<file path="src/rtl/multicycle_ctrl_if.sv">
`default_nettype none
// ============================================================================
//  Module      : multicycle_ctrl_if
//  Description : Request/acknowledge handshake between the multi-cycle
//                control FSM and the unified instruction/data memory.
//  Signals     : mem_req  - access request, held until mem_ack
//                mem_we   - write qualifier for mem_req
//                iord     - address select (0 = PC, 1 = ALUOut)
//                mem_ack  - access completion (may coincide with mem_req)
//  Modports    : master (controller side), slave (memory side)
//  Revision    : 1.0 - initial release
// ============================================================================
interface multicycle_ctrl_if;
  logic mem_req;
  logic mem_we;
  logic iord;
  logic mem_ack;

  modport master (
    output mem_req,
    output mem_we,
    output iord,
    input  mem_ack
  );

  modport slave (
    input  mem_req,
    input  mem_we,
    input  iord,
    output mem_ack
  );
endinterface
`default_nettype wire

</file>
<file path="src/rtl/multicycle_ctrl.sv">
`default_nettype none
// ============================================================================
//  Module      : multicycle_ctrl
//  Description : Main control FSM of the multi-cycle RV32 datapath. Sequences
//                fetch/decode/execute/memory/writeback for lw, sw, R-type and
//                beq, drives all datapath strobes and mux selects, and counts
//                retired instructions.
//  Ports       : clk, rst      - rising-edge clock, synchronous active-high reset
//                mem           - memory handshake (master modport)
//                opcode, zero  - IR[6:0] and ALU zero flag
//                ir_write, pc_write, pc_src, alu_src_a, alu_src_b, alu_op,
//                reg_write, mem_to_reg - datapath controls
//                state_o       - current state encoding
//                instret       - retired-instruction counter
//                illegal_insn  - trap flag
//  Config      : ILLEGAL_TRAP_EN - when defined, unknown opcodes enter a
//                sticky TRAP state; otherwise they retire as NOPs.
//  Revision    : 1.0 - initial release
// ============================================================================
module multicycle_ctrl (
  input  logic               clk,
  input  logic               rst,
  multicycle_ctrl_if.master  mem,
  input  logic [6:0]         opcode,
  input  logic               zero,
  output logic               ir_write,
  output logic               pc_write,
  output logic               pc_src,
  output logic [1:0]         alu_src_a,
  output logic [1:0]         alu_src_b,
  output logic [1:0]         alu_op,
  output logic               reg_write,
  output logic               mem_to_reg,
  output logic [3:0]         state_o,
  output logic [31:0]        instret,
  output logic               illegal_insn
);

  typedef enum logic [3:0] {
    FETCH  = 4'd0,
    DECODE = 4'd1,
    MEMADR = 4'd2,
    MEMRD  = 4'd3,
    MEMWB  = 4'd4,
    MEMWR  = 4'd5,
    EXEC   = 4'd6,
    RWB    = 4'd7,
    BRANCH = 4'd8
`ifdef ILLEGAL_TRAP_EN
    ,TRAP  = 4'd9
`endif
  } state_t;

  localparam logic [6:0] OP_LOAD   = 7'b0000011;
  localparam logic [6:0] OP_STORE  = 7'b0100011;
  localparam logic [6:0] OP_RTYPE  = 7'b0110011;
  localparam logic [6:0] OP_BRANCH = 7'b1100011;

  state_t state, state_nxt;
  logic   retire;

  always_ff @(posedge clk) begin
    if (rst) begin
      state   <= FETCH;
      instret <= 32'd0;
    end else begin
      state <= state_nxt;
      if (retire) instret <= instret + 32'd1;
    end
  end

  always_comb begin
    state_nxt    = state;
    retire       = 1'b0;
    mem.mem_req  = 1'b0;
    mem.mem_we   = 1'b0;
    mem.iord     = 1'b0;
    ir_write     = 1'b0;
    pc_write     = 1'b0;
    pc_src       = 1'b0;
    alu_src_a    = 2'b00;
    alu_src_b    = 2'b00;
    alu_op       = 2'b00;
    reg_write    = 1'b0;
    mem_to_reg   = 1'b0;
    illegal_insn = 1'b0;

    case (state)
      FETCH: begin
        // PC+4 is computed while the instruction is read; both IR and PC
        // load in the ack cycle so a zero-wait fetch takes one cycle.
        mem.mem_req = 1'b1;
        alu_src_b   = 2'b01;
        ir_write    = mem.mem_ack;
        pc_write    = mem.mem_ack;
        if (mem.mem_ack) state_nxt = DECODE;
      end
      DECODE: begin
        // oldPC + imm: branch target parked in ALUOut for BRANCH
        alu_src_a = 2'b01;
        alu_src_b = 2'b10;
        case (opcode)
          OP_LOAD, OP_STORE: state_nxt = MEMADR;
          OP_RTYPE:          state_nxt = EXEC;
          OP_BRANCH:         state_nxt = BRANCH;
          default: begin
`ifdef ILLEGAL_TRAP_EN
            state_nxt = TRAP;
`else
            state_nxt = FETCH;
            retire    = 1'b1;
`endif
          end
        endcase
      end
      MEMADR: begin
        alu_src_a = 2'b10;
        alu_src_b = 2'b10;
        // opcode[5] separates store (0100011) from load (0000011)
        state_nxt = opcode[5] ? MEMWR : MEMRD;
      end
      MEMRD: begin
        mem.mem_req = 1'b1;
        mem.iord    = 1'b1;
        if (mem.mem_ack) state_nxt = MEMWB;
      end
      MEMWB: begin
        reg_write  = 1'b1;
        mem_to_reg = 1'b1;
        state_nxt  = FETCH;
        retire     = 1'b1;
      end
      MEMWR: begin
        mem.mem_req = 1'b1;
        mem.mem_we  = 1'b1;
        mem.iord    = 1'b1;
        if (mem.mem_ack) begin
          state_nxt = FETCH;
          retire    = 1'b1;
        end
      end
      EXEC: begin
        alu_src_a = 2'b10;
        alu_src_b = 2'b00;
        alu_op    = 2'b10;
        state_nxt = RWB;
      end
      RWB: begin
        reg_write = 1'b1;
        state_nxt = FETCH;
        retire    = 1'b1;
      end
      BRANCH: begin
        // regA - regB compare; taken branch loads the target from ALUOut
        alu_src_a = 2'b10;
        alu_op    = 2'b01;
        pc_src    = 1'b1;
        pc_write  = zero;
        state_nxt = FETCH;
        retire    = 1'b1;
      end
`ifdef ILLEGAL_TRAP_EN
      TRAP: begin
        illegal_insn = 1'b1;
        state_nxt    = TRAP;
      end
`endif
      default: state_nxt = FETCH;
    endcase

    // Reset cycle: no side effects reach memory, PC, IR or register file.
    if (rst) begin
      mem.mem_req = 1'b0;
      mem.mem_we  = 1'b0;
      ir_write    = 1'b0;
      pc_write    = 1'b0;
      reg_write   = 1'b0;
    end
  end

  assign state_o = state;

endmodule
`default_nettype wire

</file>
<file path="src/flat_wrapper.sv">
// flat-port wrapper written by rule: the top's interface ports become plain ports
module multicycle_ctrl_flat 
  (clk, rst, opcode, zero, ir_write, pc_write, pc_src, alu_src_a, alu_src_b, alu_op, reg_write, mem_to_reg, state_o, instret, illegal_insn, mem_mem_req, mem_mem_we, mem_iord, mem_mem_ack);
  multicycle_ctrl_if mem_i ();
  input  logic clk;
  input  logic rst;
  input  logic [6:0] opcode;
  input  logic zero;
  output logic ir_write;
  output logic pc_write;
  output logic pc_src;
  output logic [1:0] alu_src_a;
  output logic [1:0] alu_src_b;
  output logic [1:0] alu_op;
  output logic reg_write;
  output logic mem_to_reg;
  output logic [3:0] state_o;
  output logic [31:0] instret;
  output logic illegal_insn;
  output wire logic [$bits(mem_i.mem_req)-1:0] mem_mem_req;
  output wire logic [$bits(mem_i.mem_we)-1:0] mem_mem_we;
  output wire logic [$bits(mem_i.iord)-1:0] mem_iord;
  input wire logic [$bits(mem_i.mem_ack)-1:0] mem_mem_ack;
  assign mem_mem_req = mem_i.mem_req;
  assign mem_mem_we = mem_i.mem_we;
  assign mem_iord = mem_i.iord;
  assign mem_i.mem_ack = mem_mem_ack;
  multicycle_ctrl u_core (.clk(clk), .rst(rst), .mem(mem_i), .opcode(opcode), .zero(zero), .ir_write(ir_write), .pc_write(pc_write), .pc_src(pc_src), .alu_src_a(alu_src_a), .alu_src_b(alu_src_b), .alu_op(alu_op), .reg_write(reg_write), .mem_to_reg(mem_to_reg), .state_o(state_o), .instret(instret), .illegal_insn(illegal_insn));
endmodule
</file>
<file path="config.mk">
export PLATFORM = sky130hd
export DESIGN_NAME = multicycle_ctrl_flat
export DESIGN_NICKNAME = d
export VERILOG_FILES = /design/src/rtl/multicycle_ctrl_if.sv /design/src/rtl/multicycle_ctrl.sv /design/src/flat_wrapper.sv
export SDC_FILE = /design/constraint.sdc
export NUM_CORES = 1
export LEC_CHECK = 0
export CAP_MARGIN = 20
export CORE_UTILIZATION = 45
export DETAILED_ROUTE_END_ITERATION = 10
export PLACE_DENSITY = 0.78
export SYNTH_ARGS = -nofsm -noshare
export SYNTH_HDL_FRONTEND = slang
export SYNTH_SLANG_ARGS = --single-unit
</file>
<file path="constraint.sdc">
create_clock -name clk -period 2.3 [get_ports clk]
set_clock_uncertainty 0.1 [all_clocks]
set_input_delay 0.345 -clock clk [delete_from_list [all_inputs] [get_ports clk]]
set_output_delay 0.345 -clock clk [all_outputs]
set_load 0.02 [all_outputs]
</file>
# [After elaboration in Yosys (flattened, before gate mapping)]
# Cells that the tools add are included.
[totals] output_inout_bits=51 elab_cells=53 ff_bits=36 inputBits=11
[classes] n_reduce_logical=10 n_eq_ne=15 add_sub_neg=1 mux=25
[op_table] operator="adder 32 x 1 -> 32 bit (second input constant)" n=1
[op_table] operator="case mux 4 bit (6 select lines)" n=1
[op_table] operator="== test 4 x 3 -> 1 bit (second input constant)" n=4
[op_table] operator="== test 7 x 6 -> 1 bit (second input constant)" n=2
[op_table] operator="2-to-1 mux 1 bit" n=14
[op_table] operator="2-to-1 mux 4 bit" n=3
[op_table] operator="case mux 2 bit (2 select lines)" n=3
[op_table] operator="case mux 4 bit (3 select lines)" n=1
[op_table] operator="OR reduction 3 bit" n=3
[op_table] operator="== test 4 x 2 -> 1 bit (second input constant)" n=2
[op_table] operator="OR reduction 2 bit" n=4
[op_table] operator="== test 7 x 2 -> 1 bit (second input constant)" n=1
[op_table] operator="== test 7 bit (second input constant)" n=1
[op_table] operator="!= test 2 bit (second input constant)" n=3
[op_table] operator="== test 4 x 1 -> 1 bit (second input constant)" n=1
[op_table] operator="== test 4 bit (second input constant)" n=1
[op_table] operator="logical NOT 4 bit" n=1
[op_table] operator="OR reduction 4 bit" n=1
[op_table] operator="2-to-1 mux 3 bit" n=1
[op_table] operator="case mux 1 bit (3 select lines)" n=1
[op_table] operator="AND reduction 3 bit" n=1
[op_table] operator="case mux 1 bit (2 select lines)" n=1

# [Longest topological paths before layout]
# Gate-level depths: netlist (run 1).
[logic_depth] word_depth=4 mapped_depth=7 mapped_depth_nobuf=6

# [Least setup slack after synthesis (run 1)]
# OpenSTA, ideal clock, no wires.
[synth_path] path_type="reg2reg" startpoint="reg u_core.state[3], in the netlist u_core.state_o[3]" endpoint="reg u_core.instret[6]" path_slack_ns=-0.344 arrival_time_ns=2.416 setup_ns=0.128 required_ns=2.072 synth_period_minus_slack_ns=2.644 stages_incl_launch_ff=8 n_path_buf=2 cell_sequence="dfxtp_1 -> nor4b_1 -> a41o_1 -> buf_2 -> clkbuf_1 -> o2111ai_1 -> xnor2_1 -> nor2_1"
[synth_via] elab_chain_len=3 word_cells_on_any_way=7 cone_classes="5 x eq/ne; 1 x mux; 1 x reduce/logical"
[synth_rtl] item="start: declaration" line="multicycle_ctrl.sv:59" rtl="state_t state, state_nxt;"
[synth_rtl] item="start signal: assignment" line="multicycle_ctrl.sv:67" rtl="state <= state_nxt;"
[synth_rtl] item="== test 4 x 3 -> 1 bit or == test 4 bit (tied branches)" line="multicycle_ctrl.sv:88" rtl="case (state)"
[synth_rtl] item="OR reduction 3 bit (no line)"
[synth_rtl] item="case mux 1 bit (3 select lines) (*)" line="multicycle_ctrl.sv:88"
[synth_rtl] item="end signal: assignment" line="multicycle_ctrl.sv:68" rtl="if (retire) instret <= instret + 32'd1;"
[synth_rtl] item="end: declaration" line="multicycle_ctrl.sv:35" rtl="output logic [31:0] instret,"
# Every way passes the cells marked *; elsewhere a longest branch is shown, timed or not.
# A chain may end at the register's enable or synchronous reset.

# [Worst setup path in the final report (run 1)]
[layout_path] startpoint="reg u_core.state[3], in the netlist u_core.state_o[3]" endpoint="out alu_op[1]"
[layout_via] elab_chain_len=2 word_cells_on_any_way=3 cone_classes="2 x eq/ne; 1 x mux"
[layout_rtl] item="== test 4 bit or == test 4 x 3 -> 1 bit (tied branches)" line="multicycle_ctrl.sv:88"
[layout_rtl] item="case mux 2 bit (2 select lines) (*)" line="multicycle_ctrl.sv:88"
[layout_rtl] item="end: declaration" line="flat_wrapper.sv:14" rtl="output logic [1:0] alu_op;"
# Marks and branches as above.

==> impl_metrics.csv, run 1 <==
group,metric,value,unit
floorplan,io_pins,62,
grt,grt_remaining_overflow,0,
synthesis,synth_top_area_share,0.363,
clock_tree,clkTransAtPathRegs,0.08,ns
cells_and_area,drive_above_1_share,0.164,
flow_run,maxCapViolCount,0,
drt,drc,0,
cells_and_area,final_cells,380,
critical_path,endpoint_kind,"primary output",
critical_path,cp_max_fo,13,
power,irDropWorstVdd,0.264,mV
synthesis,ys.flop_type,"dfxtp_1",
grt,track_usage,0.238,
outcome,status,"completed",
critical_path,cp.arrival,1.78,ns
cells_and_area,nets,341,
placement,place_ws,-0.122,ns
drt,antenna_left,0,
clock_tree,htreeDepth,2,
grt,grt_pass1_wl,8.40,mm
drt,wire_per_inst,14.1,um
grt,grt_pass1_vias,1966,
clock_tree,numCtsBuffers,5,
power,leakagePower,1.13,nW
floorplan,rows,23,
cells_and_area,num-fill-cells,311,
floorplan,start_util,0.482,
sta,setup_viol,0,
clock_tree,cts_tree,"built",
placement,dp_hpwl,3.96,mm
floorplan,die_h,68.4,um
drt,via_per_inst,5.61,
floorplan,die_x,68.4,um
drt,dr.pass1.iters,4,
critical_path,cp-start-kind,"flip-flop",
cells_and_area,utilization,0.728,
synthesis,netlist_area,1980,um^2
placement,io_buffers,60,
synthesis,yosys.area.top_type,"dfxtp_1",
hold_path,hold_class,"flip-flop to flip-flop",
floorplan,core,4120,um^2
clock_tree,insertion_delay,0.29,ns
sta,period_share,0.969,
synthesis,synth_edf_count,0,
synthesis,yosysSeqAreaShare,0.363,
drt,vias,2130,
sta,finalHoldViolations,0,
synthesis,postSynthCellCount,241,
placement,place.gp.congestion,0.865,
drt,drtIter0Drc,131,
clock_tree,root_buffer,"clkbuf_8",
synthesis,yosysWarnings,0,
floorplan,die-area,4680,um^2
synthesis,synth_area_leaders,"dfxtp_1 (36%), xor2_1 (7.9%), o2111ai_1 (5.3%)",
cells_and_area,syn2layout_area_growth,51.0,%
synthesis,ys_ff_latch,36,
critical_path,crit_type,"flip-flop to primary output",
placement,placed_cells,371,
grt,grt_start_max_net_pins,18,
power,pwr_density_cell,437,nW/um^2
clock_tree,postCtsHoldBufs,0,
sta,drv_slew,0,
synthesis,yosysUniqueCellTypes,44,
cells_and_area,antennaDiodeCount,0,
sta,fmax,0.449,GHz
synthesis,syn_area_per_cell,8.23,um^2
sta,tns,0,ns
sta,post-route-min-period,2.23,ns
synthesis,synth_async_sr_flop_share,0,
critical_path,cp.required,1.86,ns
grt,grt_antenna_before_repair,0,
clock_tree,cts_buffer_depth,2,
clock_tree,cts.sinks,36,
sta,setup_ws,0.0704,ns
drt,finalWirelength,5.38,mm
synthesis,syn_nets,253,
==> layout make-up <==
cell class	count	area (um^2)	share of cell area
Clock buffer	5	68.8	0.0230
Clock inverter	3	42.5	0.0142
Sequential cell	36	721	0.241
Tap cell	50	62.6	0.0209
Multi-Input combinational cell	177	1170	0.391
Inverter	12	45.0	0.0150
Timing Repair Buffer	97	883	0.295
==> cells in the mapped netlist, drive strengths merged (4+ instances only) <==
library cell / number
o2111ai: 12
clkbuf: 9
o21ai: 14
buf: 7
dfxtp: 36
xor2: 18
nor2: 27
o31ai: 6
nor3: 6
a21oi: 16
nand2: 11
or4: 5
inv: 12
nand4: 6
and3: 7
nor4: 4
or3: 8
nand3: 4
==> kinds of logic (layout without fill, tap and decap cells) <==
family | Yosys count | count (layout) | share of synthesized area
other cells | 1 | 1 | 0.00189
flops | 36 | 36 | 0.363
xor+xnor | 20 | 20 | 0.0883
buf+inv | 28 | 117 | 0.0625
mux | 3 | 3 | 0.0151
simple gates | 93 | 93 | 0.257
compound gates | 59 | 59 | 0.205
fa+ha+maj | 1 | 1 | 0.00631
==> timing repair <==
action	4_1_cts	5_1_grt
gates resized for setup	10	9
setup buffers	0	1
setup endpoints to repair	9	14
==> layer usage <==
layer  GRT usage  vias to the layer above  share of wire
met5           0                        -              0
met2       0.428                       44           0.51
li1            -                     1058              -
met3      0.0450                        3          0.026
met4      0.0651                        0         0.0039
met1       0.284                     1025           0.46
==> report_power, final <==
group          internal [W]  switching (W)  total (W)
Sequential         0.000626     0.00000215   0.000628
Combinational     0.0000609      0.0000675   0.000128
Clock              0.000321       0.000232   0.000553
==> critical path, stage by stage, from the launching register on <==
cell and delay, ns:
dfxtp_1 0.33, buf_4 0.19, inv_1 0.13, nand2_1 0.12, nor2_1 0.12, clkdlybuf4s50_1 0.61
==> sequential cells by signal (all words and copies together), names as in the netlist <==
| signal | cells |
|---|---|
| u_core.instret | 32 |
| u_core.state_o | 4 |
==> stage by stage <==
stage / total power [W] / cell area, um^2 / hold WS [ns]
3_5_place_dp: 0.000771 / 2840 / 0.377
3_3_place_gp: 0.000770 / 2840 / 0.366
4_1_cts: 0.00132 / 2950 / 0.389
6_report: 0.00131 / 2990 / 0.394
2_1_floorplan: 0.000706 / 1990 / 0.376
5_1_grt: 0.00136 / 2990 / 0.434
==> cell usage in the layout, fill, tap and decap left out, types with 3 or more instances in the layout <==
| cell type | instances |
|---|---|
| nand2_1 | 11 |
| clkbuf_8 | 5 |
| o21ai_0 | 14 |
| mux2i_1 | 3 |
| nor2_1 | 27 |
| or4_1 | 4 |
| nor3_1 | 5 |
| o2111ai_1 | 12 |
| clkdlybuf4s50_1 | 49 |
| a21oi_1 | 15 |
| nor4_1 | 4 |
| o31ai_1 | 6 |
| inv_1 | 12 |
| nand3_1 | 4 |
| nor2b_1 | 3 |
| xor2_1 | 18 |
| buf_4 | 34 |
| dlygate4sd2_1 | 9 |
| dfxtp_1 | 36 |
| buf_6 | 3 |
| nand4_1 | 6 |
| and3_1 | 7 |
| or3_1 | 8 |
| nand2b_1 | 3 |
==> path summary, 6_finish.rpt <==
check	from	cells after the start	slack (ns)	endpoint
min	u_core.instret[31]$_SDFFE_PP0P_	2	0.39	u_core.instret[31]$_SDFFE_PP0P_
max	u_core.state_o[3]$_SDFFE_PP0P_	5	0.07	alu_op[1]
min reg2reg	u_core.instret[31]$_SDFFE_PP0P_	2	0.39	u_core.instret[31]$_SDFFE_PP0P_
max reg2reg	u_core.state_o[3]$_SDFFE_PP0P_	6	0.08	u_core.instret[25]$_SDFFE_PP0P_
Note: power is estimated with default switching activity, not from simulation.
==> run 2: changes to the inputs <==
--- a/config.mk
+++ b/config.mk
@@ -9,6 +9,7 @@
 export CORE_UTILIZATION = 45
 export DETAILED_ROUTE_END_ITERATION = 10
 export PLACE_DENSITY = 0.78
+export SETUP_SLACK_MARGIN = 0.5
 export SYNTH_ARGS = -nofsm -noshare
 export SYNTH_HDL_FRONTEND = slang
 export SYNTH_SLANG_ARGS = --single-unit
==> impl_metrics.csv, run 2 (synthesized netlist as in run 1, its figures left out) <==
group,metric,value,unit
power,p_seq_frac,0.482,
power,irDropWorstVdd,0.311,mV
flow_run,maxCapViolCount,0,
grt,grt_use_met3,0.0767,
critical_path,slowest_delay,0.58,ns
critical_path,endpoint_kind,"flip-flop",
critical_path,crit_slowest_cell,"or4b_4",
grt,track_usage,0.301,
power,leakagePower,1.63,nW
power,switchingPower,0.000355,W
placement,dp_hpwl,3.92,mm
clock_tree,root_buffer,"clkbuf_8",
critical_path,rr_startpoint,"u_core.state_o[3]$_SDFFE_PP0P_",
sta,setup_ws,-0.0259,ns
floorplan,die-area,4680,um^2
floorplan,die_x,68.4,um
clock_tree,cts_buffer_depth,2,
cells_and_area,syn2layout_area_growth,79.1,%
floorplan,rows,23,
floorplan,core,4120,um^2
cells_and_area,regMostFlops,"u_core.instret",
sta,finalHoldViolations,0,
floorplan,start_util,0.482,
cells_and_area,largest_register_ffs,32,
drt,antenna_left,0,
drt,wire_per_inst,20.9,um
clock_tree,postCtsHoldBufs,0,
floorplan,die_h,68.4,um
cells_and_area,final_cell_mix,"buf_4 (50), dfxtp_1 (25), nor2_1 (24)",
clock_tree,htreeDepth,2,
placement,place.gp.congestion,0.788,
placement,io_buffers,60,
clock_tree,cts.sinks,36,
power,p_clk_frac,0.382,
critical_path,crit_start,"u_core.state_o[3]$_SDFFE_PP0P_",
grt,grt_antenna_before_repair,0,
cells_and_area,nets,362,
drt,dr.pass1.iters,5,
drt,vias,2521,
grt,grt_pass1_wl,10.2,mm
power,switching_share,0.272,
drt,drtIter0Drc,265,
cells_and_area,ff_latch_area,744,um^2
critical_path,cp.required,2.44,ns
hold_path,hp-start,"u_core.instret[31]$_SDFFE_PP0P_",
clock_tree,numCtsBuffers,5,
sta,setup_viol,2,
power,pwr_density_cell,368,nW/um^2
cells_and_area,antennaDiodeCount,0,
clock_tree,cts_tree,"built",
grt,met1_usage,0.372,
sta,grt_setup_unrepaired,"yes",
critical_path,cp.arrival,2.46,ns
critical_path,cp-start-kind,"flip-flop",
drt,finalWirelength,8.38,mm
placement,place_ws,-0.113,ns
clock_tree,clkTransAtPathRegs,0.08,ns
power,pwr-share-comb,0.136,
outcome,status,"finished with violations",
drt,drc,0,
grt,grt_remaining_overflow,0,
floorplan,io_pins,62,
outcome,violations,"negative setup slack",
critical_path,worstPathCellList,"or4b_4 > a31oi_4 > o211ai_1 > buf_4 > or4_1 > a21oi_1",
cells_and_area,mostFrequentLayoutCell,"buf_4",
cells_and_area,drive_above_1_share,0.385,
sta,post-route-min-period,2.33,ns
hold_path,hold_class,"flip-flop to flip-flop",
sta,drv_slew,0,
cells_and_area,multi_input_area,1430,um^2
sta,period_share,1.01,
clock_tree,insertion_delay,0.31,ns
power,internal_power,0.000952,W
critical_path,cp_max_fo,5,
drt,via_per_inst,6.29,
cells_and_area,num-fill-cells,199,
grt,grt-busiest-layer,"met2",
sta,fmax,0.430,GHz
critical_path,crit_type,"flip-flop to flip-flop",
grt,grt_start_max_net_pins,21,
grt,grt_util_met2,0.494,
sta,whs,0.385,ns
grt,grt_pass1_vias,2048,
[run 2: metrics by stage]
step,utilization,setup TNS (ns),instances,area [um^2],total power (W)
after floorplan,-,0,241,2070,0.000706
after global placement,0.691,-0.138,361,2840,0.000767
after detailed placement,0.691,-0.549,361,2840,0.000769
after CTS,0.780,0,385,3210,0.00126
after global routing,0.863,-0.149,401,3550,0.00135
final,0.863,-0.0294,401,3550,0.00131
[run 2: timing repair]
action | CTS | global route
endpoints found under the setup margin | 52 | 65
gates cloned | 2 | 1
buffers inserted | 14 | 15
gates resized for setup | 112 | 66
pin swaps | 22 | 15
[run 2: worst paths after layout]
check | endpoint | cells past startpoint | slack, ns
max | u_core.instret[24]$_SDFFE_PP0P_ | 6 | -0.03
min | u_core.instret[31]$_SDFFE_PP0P_ | 2 | 0.38
min reg2reg | u_core.instret[31]$_SDFFE_PP0P_ | 2 | 0.38
max reg2reg | u_core.instret[24]$_SDFFE_PP0P_ | 6 | -0.03
[run 2: layout make-up]
type	instances	share of cell area
multi-input cells	177	0.401
repair buffers	118	0.329
flip-flops and latches	36	0.210
clock buffers	7	0.0243
well taps	50	0.0176
inverters	12	0.0162
clock inverters	1	0.00211
[run 2: power by group through the flow]
stage | Clock [W] | Combinational, W | Sequential, W
5_1_grt | 0.000532 | 0.000183 | 0.000632
3_5_place_dp | 0 | 0.000126 | 0.000644
2_1_floorplan | 0 | 0.0000586 | 0.000647
6_report | 0.000499 | 0.000177 | 0.000631
4_1_cts | 0.000486 | 0.000140 | 0.000630
3_3_place_gp | 0 | 0.000123 | 0.000643
[run 2: per-layer routing]
| metal | up-vias | wire length, um |
|---|---|---|
| met4 | 0 | 442 |
| met3 | 51 | 615 |
| li1 | 1093 | - |
| met1 | 1194 | 3260 |
| met5 | - | 0 |
| met2 | 183 | 4060 |
[run 2: critical path, delay by kind of cell (launching register included)]
kind                   cells  cell delay [ns]
AND/OR/NAND/NOR            2             1.09
AO/OA/AOI/OAI              3             0.54
flip-flops                 1             0.35
buffers and inverters      1             0.18
